File: src/rtl/fetch_unit.sv
// rtl/fetch_unit.sv - program counter and instruction fetch sequencer (optional exception redirect: FETCH_EXC_EN)
module fetch_unit #(
    parameter logic [31:0] RESET_PC   = 32'h0000_0000,
    parameter logic [31:0] EXC_VECTOR = 32'h0000_0080
) (
    input  logic        clk,
    input  logic        reset,
    output logic [31:0] imem_addr,
    output logic        imem_req,
    input  logic        imem_ack,
    input  logic [31:0] imem_rdata,
    output logic [31:0] instr,
    output logic [31:0] pc_plus4,
    output logic        instr_valid,
    input  logic        id_ready,
    input  logic        stall,
    input  logic        branch_taken,
    input  logic [31:0] branch_offset,
    input  logic        jump,
`ifdef FETCH_EXC_EN
    input  logic        exc_req,
`endif
    input  logic [25:0] jump_target
);

`ifdef FETCH_EXC_EN
    typedef enum logic [1:0] {
        S_IDLE   = 2'd0,
        S_REQ    = 2'd1,
        S_VALID  = 2'd2,
        S_SQUASH = 2'd3
    } state_t;
`else
    typedef enum logic [1:0] {
        S_IDLE  = 2'd0,
        S_REQ   = 2'd1,
        S_VALID = 2'd2
    } state_t;
`endif

    state_t      state;
    state_t      state_n;
    logic [31:0] pc;
    logic [31:0] pc_n;
    logic [31:0] instr_n;
    logic [31:0] pc_plus4_n;
    logic        instr_valid_n;

    logic        accept;
    logic [31:0] seq_pc;
    logic [31:0] branch_pc;
    logic [31:0] jump_pc;

`ifdef FETCH_EXC_EN
    // Address of the fetch that was in flight when an exception hit; the
    // memory still has to see it completed before the new stream starts.
    logic [31:0] squash_addr;
    logic [31:0] squash_addr_n;
`else
    logic        unused_exc_vector;
    assign unused_exc_vector = ^EXC_VECTOR;
`endif

    // Offset is a word count; its top two bits fall off the <<2 and do not matter.
    logic        unused_offset_msbs;
    assign unused_offset_msbs = ^branch_offset[31:30];

    // Candidate next-PC values, all modulo 2^32.
    always_comb begin
        accept    = instr_valid & id_ready & ~stall;
        seq_pc    = pc + 32'd4;
        branch_pc = pc_plus4 + {branch_offset[29:0], 2'b00};
        jump_pc   = {pc_plus4[31:28], jump_target, 2'b00};
    end

    // Next-state and output decode for the fetch sequencer.
    always_comb begin
        state_n       = state;
        pc_n          = pc;
        instr_n       = instr;
        pc_plus4_n    = pc_plus4;
        instr_valid_n = instr_valid;
        imem_req      = 1'b0;
        imem_addr     = pc;
`ifdef FETCH_EXC_EN
        squash_addr_n = squash_addr;
`endif
        case (state)
            S_IDLE: begin
                state_n = S_REQ;
`ifdef FETCH_EXC_EN
                if (exc_req) begin
                    pc_n          = EXC_VECTOR;
                    instr_valid_n = 1'b0;
                end
`endif
            end

            S_REQ: begin
                imem_req = 1'b1;
`ifdef FETCH_EXC_EN
                if (exc_req) begin
                    // Request cannot be withdrawn: either it completes now and
                    // its data is dropped, or it is drained in SQUASH.
                    pc_n = EXC_VECTOR;
                    if (imem_ack) begin
                        state_n = S_REQ;
                    end else begin
                        squash_addr_n = pc;
                        state_n       = S_SQUASH;
                    end
                end else
`endif
                if (imem_ack) begin
                    instr_n       = imem_rdata;
                    pc_plus4_n    = seq_pc;
                    pc_n          = seq_pc;
                    instr_valid_n = 1'b1;
                    state_n       = S_VALID;
                end
            end

            S_VALID: begin
`ifdef FETCH_EXC_EN
                if (exc_req) begin
                    pc_n          = EXC_VECTOR;
                    instr_valid_n = 1'b0;
                    state_n       = S_REQ;
                end else
`endif
                if (accept) begin
                    // pc already holds pc_plus4 here; only redirects change it.
                    instr_valid_n = 1'b0;
                    state_n       = S_REQ;
                    if (jump) begin
                        pc_n = jump_pc;
                    end else if (branch_taken) begin
                        pc_n = branch_pc;
                    end
                end
            end

`ifdef FETCH_EXC_EN
            S_SQUASH: begin
                imem_req  = 1'b1;
                imem_addr = squash_addr;
                if (imem_ack) begin
                    state_n = S_REQ;
                end
            end
`endif

            default: begin
                state_n = S_IDLE;
            end
        endcase
    end

    // State and datapath registers; reset takes effect immediately.
    always_ff @(posedge clk or posedge reset) begin
        if (reset) begin
            state       <= S_IDLE;
            pc          <= {RESET_PC[31:2], 2'b00};
            instr       <= 32'h0;
            pc_plus4    <= 32'h0;
            instr_valid <= 1'b0;
        end else begin
            state       <= state_n;
            pc          <= pc_n;
            instr       <= instr_n;
            pc_plus4    <= pc_plus4_n;
            instr_valid <= instr_valid_n;
        end
    end

`ifdef FETCH_EXC_EN
    // Address of the request being drained after an exception.
    always_ff @(posedge clk or posedge reset) begin
        if (reset) begin
            squash_addr <= 32'h0;
        end else begin
            squash_addr <= squash_addr_n;
        end
    end
`endif

endmodule
File: config.mk
export PLATFORM = sky130hd
export DESIGN_NAME = fetch_unit
export DESIGN_NICKNAME = d
export VERILOG_FILES = /design/src/rtl/fetch_unit.sv
export SDC_FILE = /design/constraint.sdc
export NUM_CORES = 1
export LEC_CHECK = 0
export BUFFER_PORTS_ARGS = -buffer_cell sky130_fd_sc_hd__buf_2
export CORE_ASPECT_RATIO = 0.75
export CORE_UTILIZATION = 35
export DETAILED_ROUTE_END_ITERATION = 6
export PLACE_DENSITY = 0.56
export SLEW_MARGIN = 10
export SYNTH_ARGS = -nofsm -noshare
export SYNTH_HDL_FRONTEND = slang
export SYNTH_SLANG_ARGS = --single-unit
export TNS_END_PERCENT = 50
File: constraint.sdc
create_clock -name clk -period 8.22 [get_ports clk]
set_clock_uncertainty 0.2 [all_clocks]
set_input_delay 0.411 -clock clk [delete_from_list [all_inputs] [get_ports clk]]
set_output_delay 0.411 -clock clk [all_outputs]
set_load 0.02 [all_outputs]
==> impl_metrics.env, run 1 <==
export IMPL_overflow=0
export IMPL_r2r_cells=10
export IMPL_cp_max_fo=3
export IMPL_cp_startpoint="pc_plus4[2]"
export IMPL_holdPathStages=3
export IMPL_rr_endpoint="imem_addr[24]"
export IMPL_yosysMostFrequentCell="nand2_1"
export IMPL_max_slew_margin=0.342
export IMPL_num_vias=6509
export IMPL_syn_to_final_growth_pct=23.0
export IMPL_grt_total_usage=0.226
export IMPL_die_w_um=159
export IMPL_fin_cells=1228
export IMPL_gr_max_usage_layer="met2"
export IMPL_clock_sinks=99
export IMPL_use_met3=0.0553
export IMPL_cp_required_ns=8.29
export IMPL_synth_top_cell_area_share=0.382
export IMPL_drv_slew=0
export IMPL_synth_top_area_cell="dfrtp_1"
export IMPL_ys_ff_latch=99
export IMPL_setup_viol=0
export IMPL_ys_flop_type="dfrtp_1"
export IMPL_synth_nets=940
export IMPL_start_util=0.363
export IMPL_fmax_ghz=0.306
export IMPL_wirelength_um=21000
export IMPL_fin_hold_ws_ns=0.0304
export IMPL_placedCellCount=1210
export IMPL_crit_top_cell="a21oi_1"
export IMPL_wl_per_cell_um=17.1
export IMPL_die_area_um2=19100
export IMPL_first_pass_iters=5
export IMPL_drc=0
export IMPL_dp_slack_ns=4.92
export IMPL_async_flop_share=1.00
export IMPL_ant_nets=0
export IMPL_syn_inst=812
export IMPL_grt_setup_unrepaired="false"
export IMPL_ctsResizeCount=0
export IMPL_clk_pin_slew_ns=0.08
export IMPL_cts_tree="yes"
export IMPL_min_to="instr[24]"
export IMPL_finalWorstSetupSlack_ns=4.95
export IMPL_postLayoutCellArea_um2=7970
export IMPL_ir_drop_uv=162
export IMPL_antenna_found_initial=1
export IMPL_seq_area_frac_synth=0.382
export IMPL_drtIter0Drc=446
export IMPL_ios=195
export IMPL_core_um2=17900
export IMPL_synthesis_area_um2=6480
export IMPL_finalHoldViolCount=0
export IMPL_tns_ns=0
export IMPL_status="finished, final reports clean"
export IMPL_critPathTopFamily="compound AO/OA/AOI/OAI gates"
export IMPL_grt_use_met2=0.334
export IMPL_finish_utilization=0.446
export IMPL_hp_start="imem_rdata[24]"
export IMPL_cts_made_buffers=9
export IMPL_cts_root_buffer="clkbuf_16"
export IMPL_synthTopCellsByCount="nand2_1, dfrtp_1, a21oi_1"
export IMPL_clk_path_buf_depth=2
export IMPL_ys_warn_count=0
export IMPL_place_gp_congestion=0.868
export IMPL_synth_cell_type_count=67
export IMPL_synth_avg_cell_area_um2=7.98
export IMPL_fin_crit_sh=0.398
export IMPL_r2r_start="pc_plus4[2]"
export IMPL_io_buffers=192
export IMPL_crit_buf_inv=0
export IMPL_criticalPathCategory="flop to flop"
export IMPL_place_hpwl_um=15000
export IMPL_path_cells="ha_1, fa_1, a21oi_1, o211ai_1, a21oi_1, o21ai_1, a21oi_1, o21ai_0, and4_1, nor3_1"
export IMPL_start_kind="flop"
export IMPL_leakage_nw=3.88
export IMPL_rrSetupSlack_ns=4.95
export IMPL_power_total_mw=3.09
export IMPL_cpMaxStageDelayCell="fa_1"
export IMPL_grt_pass1_vias=6093
export IMPL_cap_violations=0
export IMPL_num_rows=42
export IMPL_synth_edf_count=0
export IMPL_cts_htree_levels=3
export IMPL_place_area_um2=7640
export IMPL_n_fill_cell=1898
export IMPL_insertion_delay_ns=0.37
export IMPL_grt_max_degree=95
export IMPL_worst_pin_slew_ns=0.987
export IMPL_max_stage_delay_ns=0.43
export IMPL_min_path_type="input pin to flop"
export IMPL_grt_use_met1=0.328
export IMPL_nets=1108
export IMPL_die_h_um=120
export IMPL_drive_above_1_share=0.235
export IMPL_grt_pass1_wl_um=33700
export IMPL_pwr_density_cell_nw_per_um2=388
export IMPL_synth_area_leaders="dfrtp_1, nand2_1, ha_1"
export IMPL_worst_ep_arrival_time_ns=3.34
export IMPL_cp_end_kind="flop"
export IMPL_viasPerCell=5.30
export IMPL_finalCriticalPeriod_ns=3.27
-- worst register-to-register path: cells and delay by family, from the launching register on --
family | cells | cell delay (ns)
compound gates | 6 | 1.48
fa+ha+maj | 2 | 0.66
simple gates | 2 | 0.43
flops | 1 | 0.41
-- area by class of cell --
| type | instances | area (µm²) | share of cell area |
|---|---|---|---|
| antenna | 1 | 2.50 | 0.000314 |
| inverter | 12 | 47.5 | 0.00597 |
| multi-input combinational | 657 | 3790 | 0.476 |
| clock inverter | 7 | 88.8 | 0.0111 |
| timing repair buffer | 201 | 1030 | 0.129 |
| tap | 242 | 303 | 0.0380 |
| sequential | 99 | 2480 | 0.311 |
| clock buffer | 9 | 225 | 0.0283 |
-- routing by layer --
layer / part of all wire / wire, µm
met5: 0 / 0
met4: 0.012 / 243
met3: 0.082 / 1730
met1: 0.48 / 10100
met2: 0.42 / 8930
-- how the worst max path moves through the flow --
stage                     depth (start not counted)       endpoint  slack, ns
after floorplan                                   1   imem_addr[0]       5.02
after global placement                            7  imem_addr[21]       4.97
after detailed placement                         11  imem_addr[24]       4.92
after CTS                                        10  imem_addr[24]       4.95
after global routing                             10  imem_addr[24]       4.69
final                                            10  imem_addr[24]       4.95
-- what timing repair did --
action                                 in CTS  in global routing
endpoints found under the hold margin      33                  0
setup endpoints to repair                   0                  0
setup buffers                               0                  0
hold buffers                                1                  0
-- logic make-up (layout without fill, tap and decap cells) --
| kind of cell | after synthesis | count (layout) | synth area share |
|---|---|---|---|
| mux | 5 | 5 | 0.00773 |
| compound gates | 219 | 219 | 0.206 |
| flops | 99 | 99 | 0.382 |
| fa+ha+maj | 31 | 31 | 0.0610 |
| simple gates | 354 | 354 | 0.244 |
| xor+xnor | 48 | 48 | 0.0649 |
| other cells | 0 | 1 | 0 |
| buf+inv | 56 | 229 | 0.0338 |
-- flip-flops by register name, summed over array words and instances, names as in the netlist --
| register | flops |
|---|---|
| imem_addr | 32 |
| pc_plus4 | 32 |
| instr_valid | 1 |
| state | 2 |
| instr | 32 |
-- power by group --
part,internal [mW],leakage [nW],total [mW],switching (mW)
logic,0.622,2.51,1.69,1.07
registers,0.706,1.21,0.951,0.245
clock network,0.220,0.152,0.453,0.233
total,1.55,3.88,3.09,1.54
-- cells in the final DEF (no fill, tap or decap), drive strengths merged, types with 6 or more instances in the layout --
| cell | synthesis | routed |
|---|---|---|
| a211oi | 8 | 8 |
| a21o | 11 | 11 |
| a21oi | 73 | 73 |
| a31oi | 10 | 10 |
| and3 | 10 | 10 |
| buf | 9 | 200 |
| clkbuf | 35 | 9 |
| dfrtp | 99 | 99 |
| ha | 30 | 30 |
| inv | 11 | 14 |
| nand2 | 209 | 209 |
| nand2b | 7 | 7 |
| nand3 | 27 | 27 |
| nand4 | 9 | 9 |
| nor2 | 51 | 51 |
| nor2b | 8 | 8 |
| nor3 | 10 | 10 |
| o211ai | 6 | 6 |
| o21ai | 67 | 67 |
| o22ai | 8 | 8 |
| xnor2 | 27 | 27 |
| xor2 | 21 | 21 |
(Power assumes the default switching activity.)
==> run 2, diff against run 1 <==
clock period = 3.2 ns   (was 8.22 ns; I/O delays follow)
==> run 2 against run 1 <==
Clock power rose to 2.6 times the previous value. Cell area rose by 7.4%. Total power rose to 2.6 times the previous value. Worst hold slack got worse by 0.024 ns. Non-clock buffer count rose by 61. Register-to-register slack got worse by 4.8 ns. Worst setup slack got worse by 4.8 ns. First-iteration DRC count rose by 28%. Global-route usage rose by 1.1 points. Via count rose by 2.7%. Utilization rose by 3.3 points. Highest routed layer unchanged. Cell count rose by 5.0%.
==> impl_metrics.env, run 2 (synthesis results as in run 1) <==
export IMPL_grt_use_met2=0.351
export IMPL_critPathTopFamily="compound AO/OA/AOI/OAI gates"
export IMPL_syn_to_final_growth_pct=32.1
export IMPL_clk_path_buf_depth=2
export IMPL_cpMaxStageDelayCell="fa_1"
export IMPL_setup_viol=0
export IMPL_grt_pass1_vias=6355
export IMPL_fmax_ghz=0.324
export IMPL_fin_crit_sh=0.964
export IMPL_drive_above_1_share=0.237
export IMPL_overflow=0
export IMPL_nets=1169
export IMPL_finalHoldViolCount=0
export IMPL_criticalPathCategory="flop to flop"
export IMPL_grt_setup_unrepaired="false"
export IMPL_viasPerCell=5.19
export IMPL_drc=0
export IMPL_grt_total_usage=0.236
export IMPL_ant_nets=0
export IMPL_place_gp_congestion=0.941
export IMPL_tns_ns=0
export IMPL_cp_end_kind="flop"
export IMPL_use_met3=0.0529
export IMPL_insertion_delay_ns=0.37
export IMPL_finalWorstSetupSlack_ns=0.115
export IMPL_die_h_um=120
export IMPL_pwr_density_cell_nw_per_um2=949
export IMPL_fin_cells=1289
export IMPL_wl_per_cell_um=17.0
export IMPL_wirelength_um=21900
export IMPL_num_rows=42
export IMPL_mostFrequentLayoutCell="nand2_1"
export IMPL_cts_made_buffers=9
export IMPL_ir_drop_uv=376
export IMPL_drtIter0Drc=573
export IMPL_grt_use_met1=0.348
export IMPL_max_slew_margin=0.342
export IMPL_io_buffers=192
export IMPL_clk_pin_slew_ns=0.09
export IMPL_status="finished, final reports clean"
export IMPL_cts_tree="yes"
export IMPL_placedCellCount=1224
export IMPL_start_kind="flop"
export IMPL_layout_common_cells="nand2_1, buf_2, dfrtp_1"
export IMPL_core_um2=17900
export IMPL_grt_pass1_wl_um=35000
export IMPL_place_hpwl_um=15900
export IMPL_cp_required_ns=3.26
export IMPL_first_pass_iters=5
export IMPL_post_cts_setup_buffers=0
export IMPL_cts_htree_levels=3
export IMPL_antenna_found_initial=1
export IMPL_gr_max_usage_layer="met2"
export IMPL_worst_pin_slew_ns=0.983
export IMPL_leakage_nw=4.14
export IMPL_start_util=0.363
export IMPL_clock_sinks=99
export IMPL_n_fill_cell=1802
export IMPL_drv_slew=0
export IMPL_num_vias=6687
export IMPL_die_w_um=159
export IMPL_cts_root_buffer="clkbuf_16"
export IMPL_dp_slack_ns=0.176
export IMPL_min_path_type="input pin to flop"
export IMPL_path_cells="ha_1, fa_1, a21oi_1, o211ai_1, nand3_1, a31oi_1, o31a_1, o41ai_2, xnor2_1, o221a_1"
export IMPL_cap_violations=0
export IMPL_finalCriticalPeriod_ns=3.08
export IMPL_ios=195
export IMPL_die_area_um2=19100
export IMPL_max_stage_delay_ns=0.42
export IMPL_cp_max_fo=3
export IMPL_grt_max_degree=56
export IMPL_crit_buf_inv=0
export IMPL_power_total_mw=8.12
export IMPL_worst_ep_arrival_time_ns=3.15
run 2: cell count changes in the layout (fill, tap and decap cells not counted), sizes merged:
cell | previous run | this run
dlygate4sd3 | 1 | 48
buf | 200 | 214
run 2: what timing repair did:
| action | 4_1_cts | 5_1_grt |
|---|---|---|
| resized for setup | 0 | 3 |
| endpoints found under the hold margin | 94 | 0 |
| endpoints found under the setup margin | 0 | 3 |
| hold buffers | 48 | 0 |
run 2: final cells by class:
cell class	count	area, µm²	area share
inverter	12	47.5	0.00556
antenna	1	2.50	0.000292
clock buffer	9	225	0.0263
clock inverter	7	91.3	0.0107
tap	242	303	0.0354
multi-input combinational	657	3800	0.445
sequential	99	2480	0.289
timing repair buffer	262	1610	0.188
run 2: worst register-to-register path, stage by stage, from the launching register on:
cell      delay, ns
dfrtp_1        0.41
ha_1           0.24
fa_1           0.42
a21oi_1        0.26
o211ai_1       0.18
nand3_1        0.17
a31oi_1        0.17
o31a_1         0.34
o41ai_2        0.24
xnor2_1        0.11
o221a_1        0.23
run 2: through the flow:
stage	hold WS, ns	instance area (µm²)	util
after CTS	0.00669	8550	0.478
final	0.00689	8560	0.479
after floorplan	0.0654	6480	-
after global routing	0.0223	8560	0.479
after global placement	0.136	7750	0.434
after detailed placement	0.132	7750	0.434
run 2: layer usage:
layer  vias to the layer above  wire, µm  share of wire
li1                       3304         -              -
met1                      3096     10700           0.49
met3                        18      1730          0.079
met4                         0       222          0.010
met5                         -         0              0
met2                       269      9340           0.43
run 2: where the power goes:
group	switching, mW	total [mW]	internal [mW]	leakage (nW)
logic	2.78	4.49	1.70	2.78
registers	0.650	2.46	1.81	1.21
clock network	0.604	1.17	0.567	0.154
run 2: path summary, 6_finish.rpt:
check / from / endpoint / slack (ns) / cells past startpoint
worst min-delay path: jump_target[1] / imem_addr[3] / 0.007 / 5
min in group asynchronous: reset / instr[13] / 0.25 / 3
worst max register to register: pc_plus4[2] / imem_addr[30] / 0.12 / 10
worst max-delay path: pc_plus4[2] / imem_addr[30] / 0.12 / 10
max in group asynchronous: reset / imem_addr[14] / 1.83 / 4
worst min register to register: instr[6] / instr[6] / 0.28 / 2
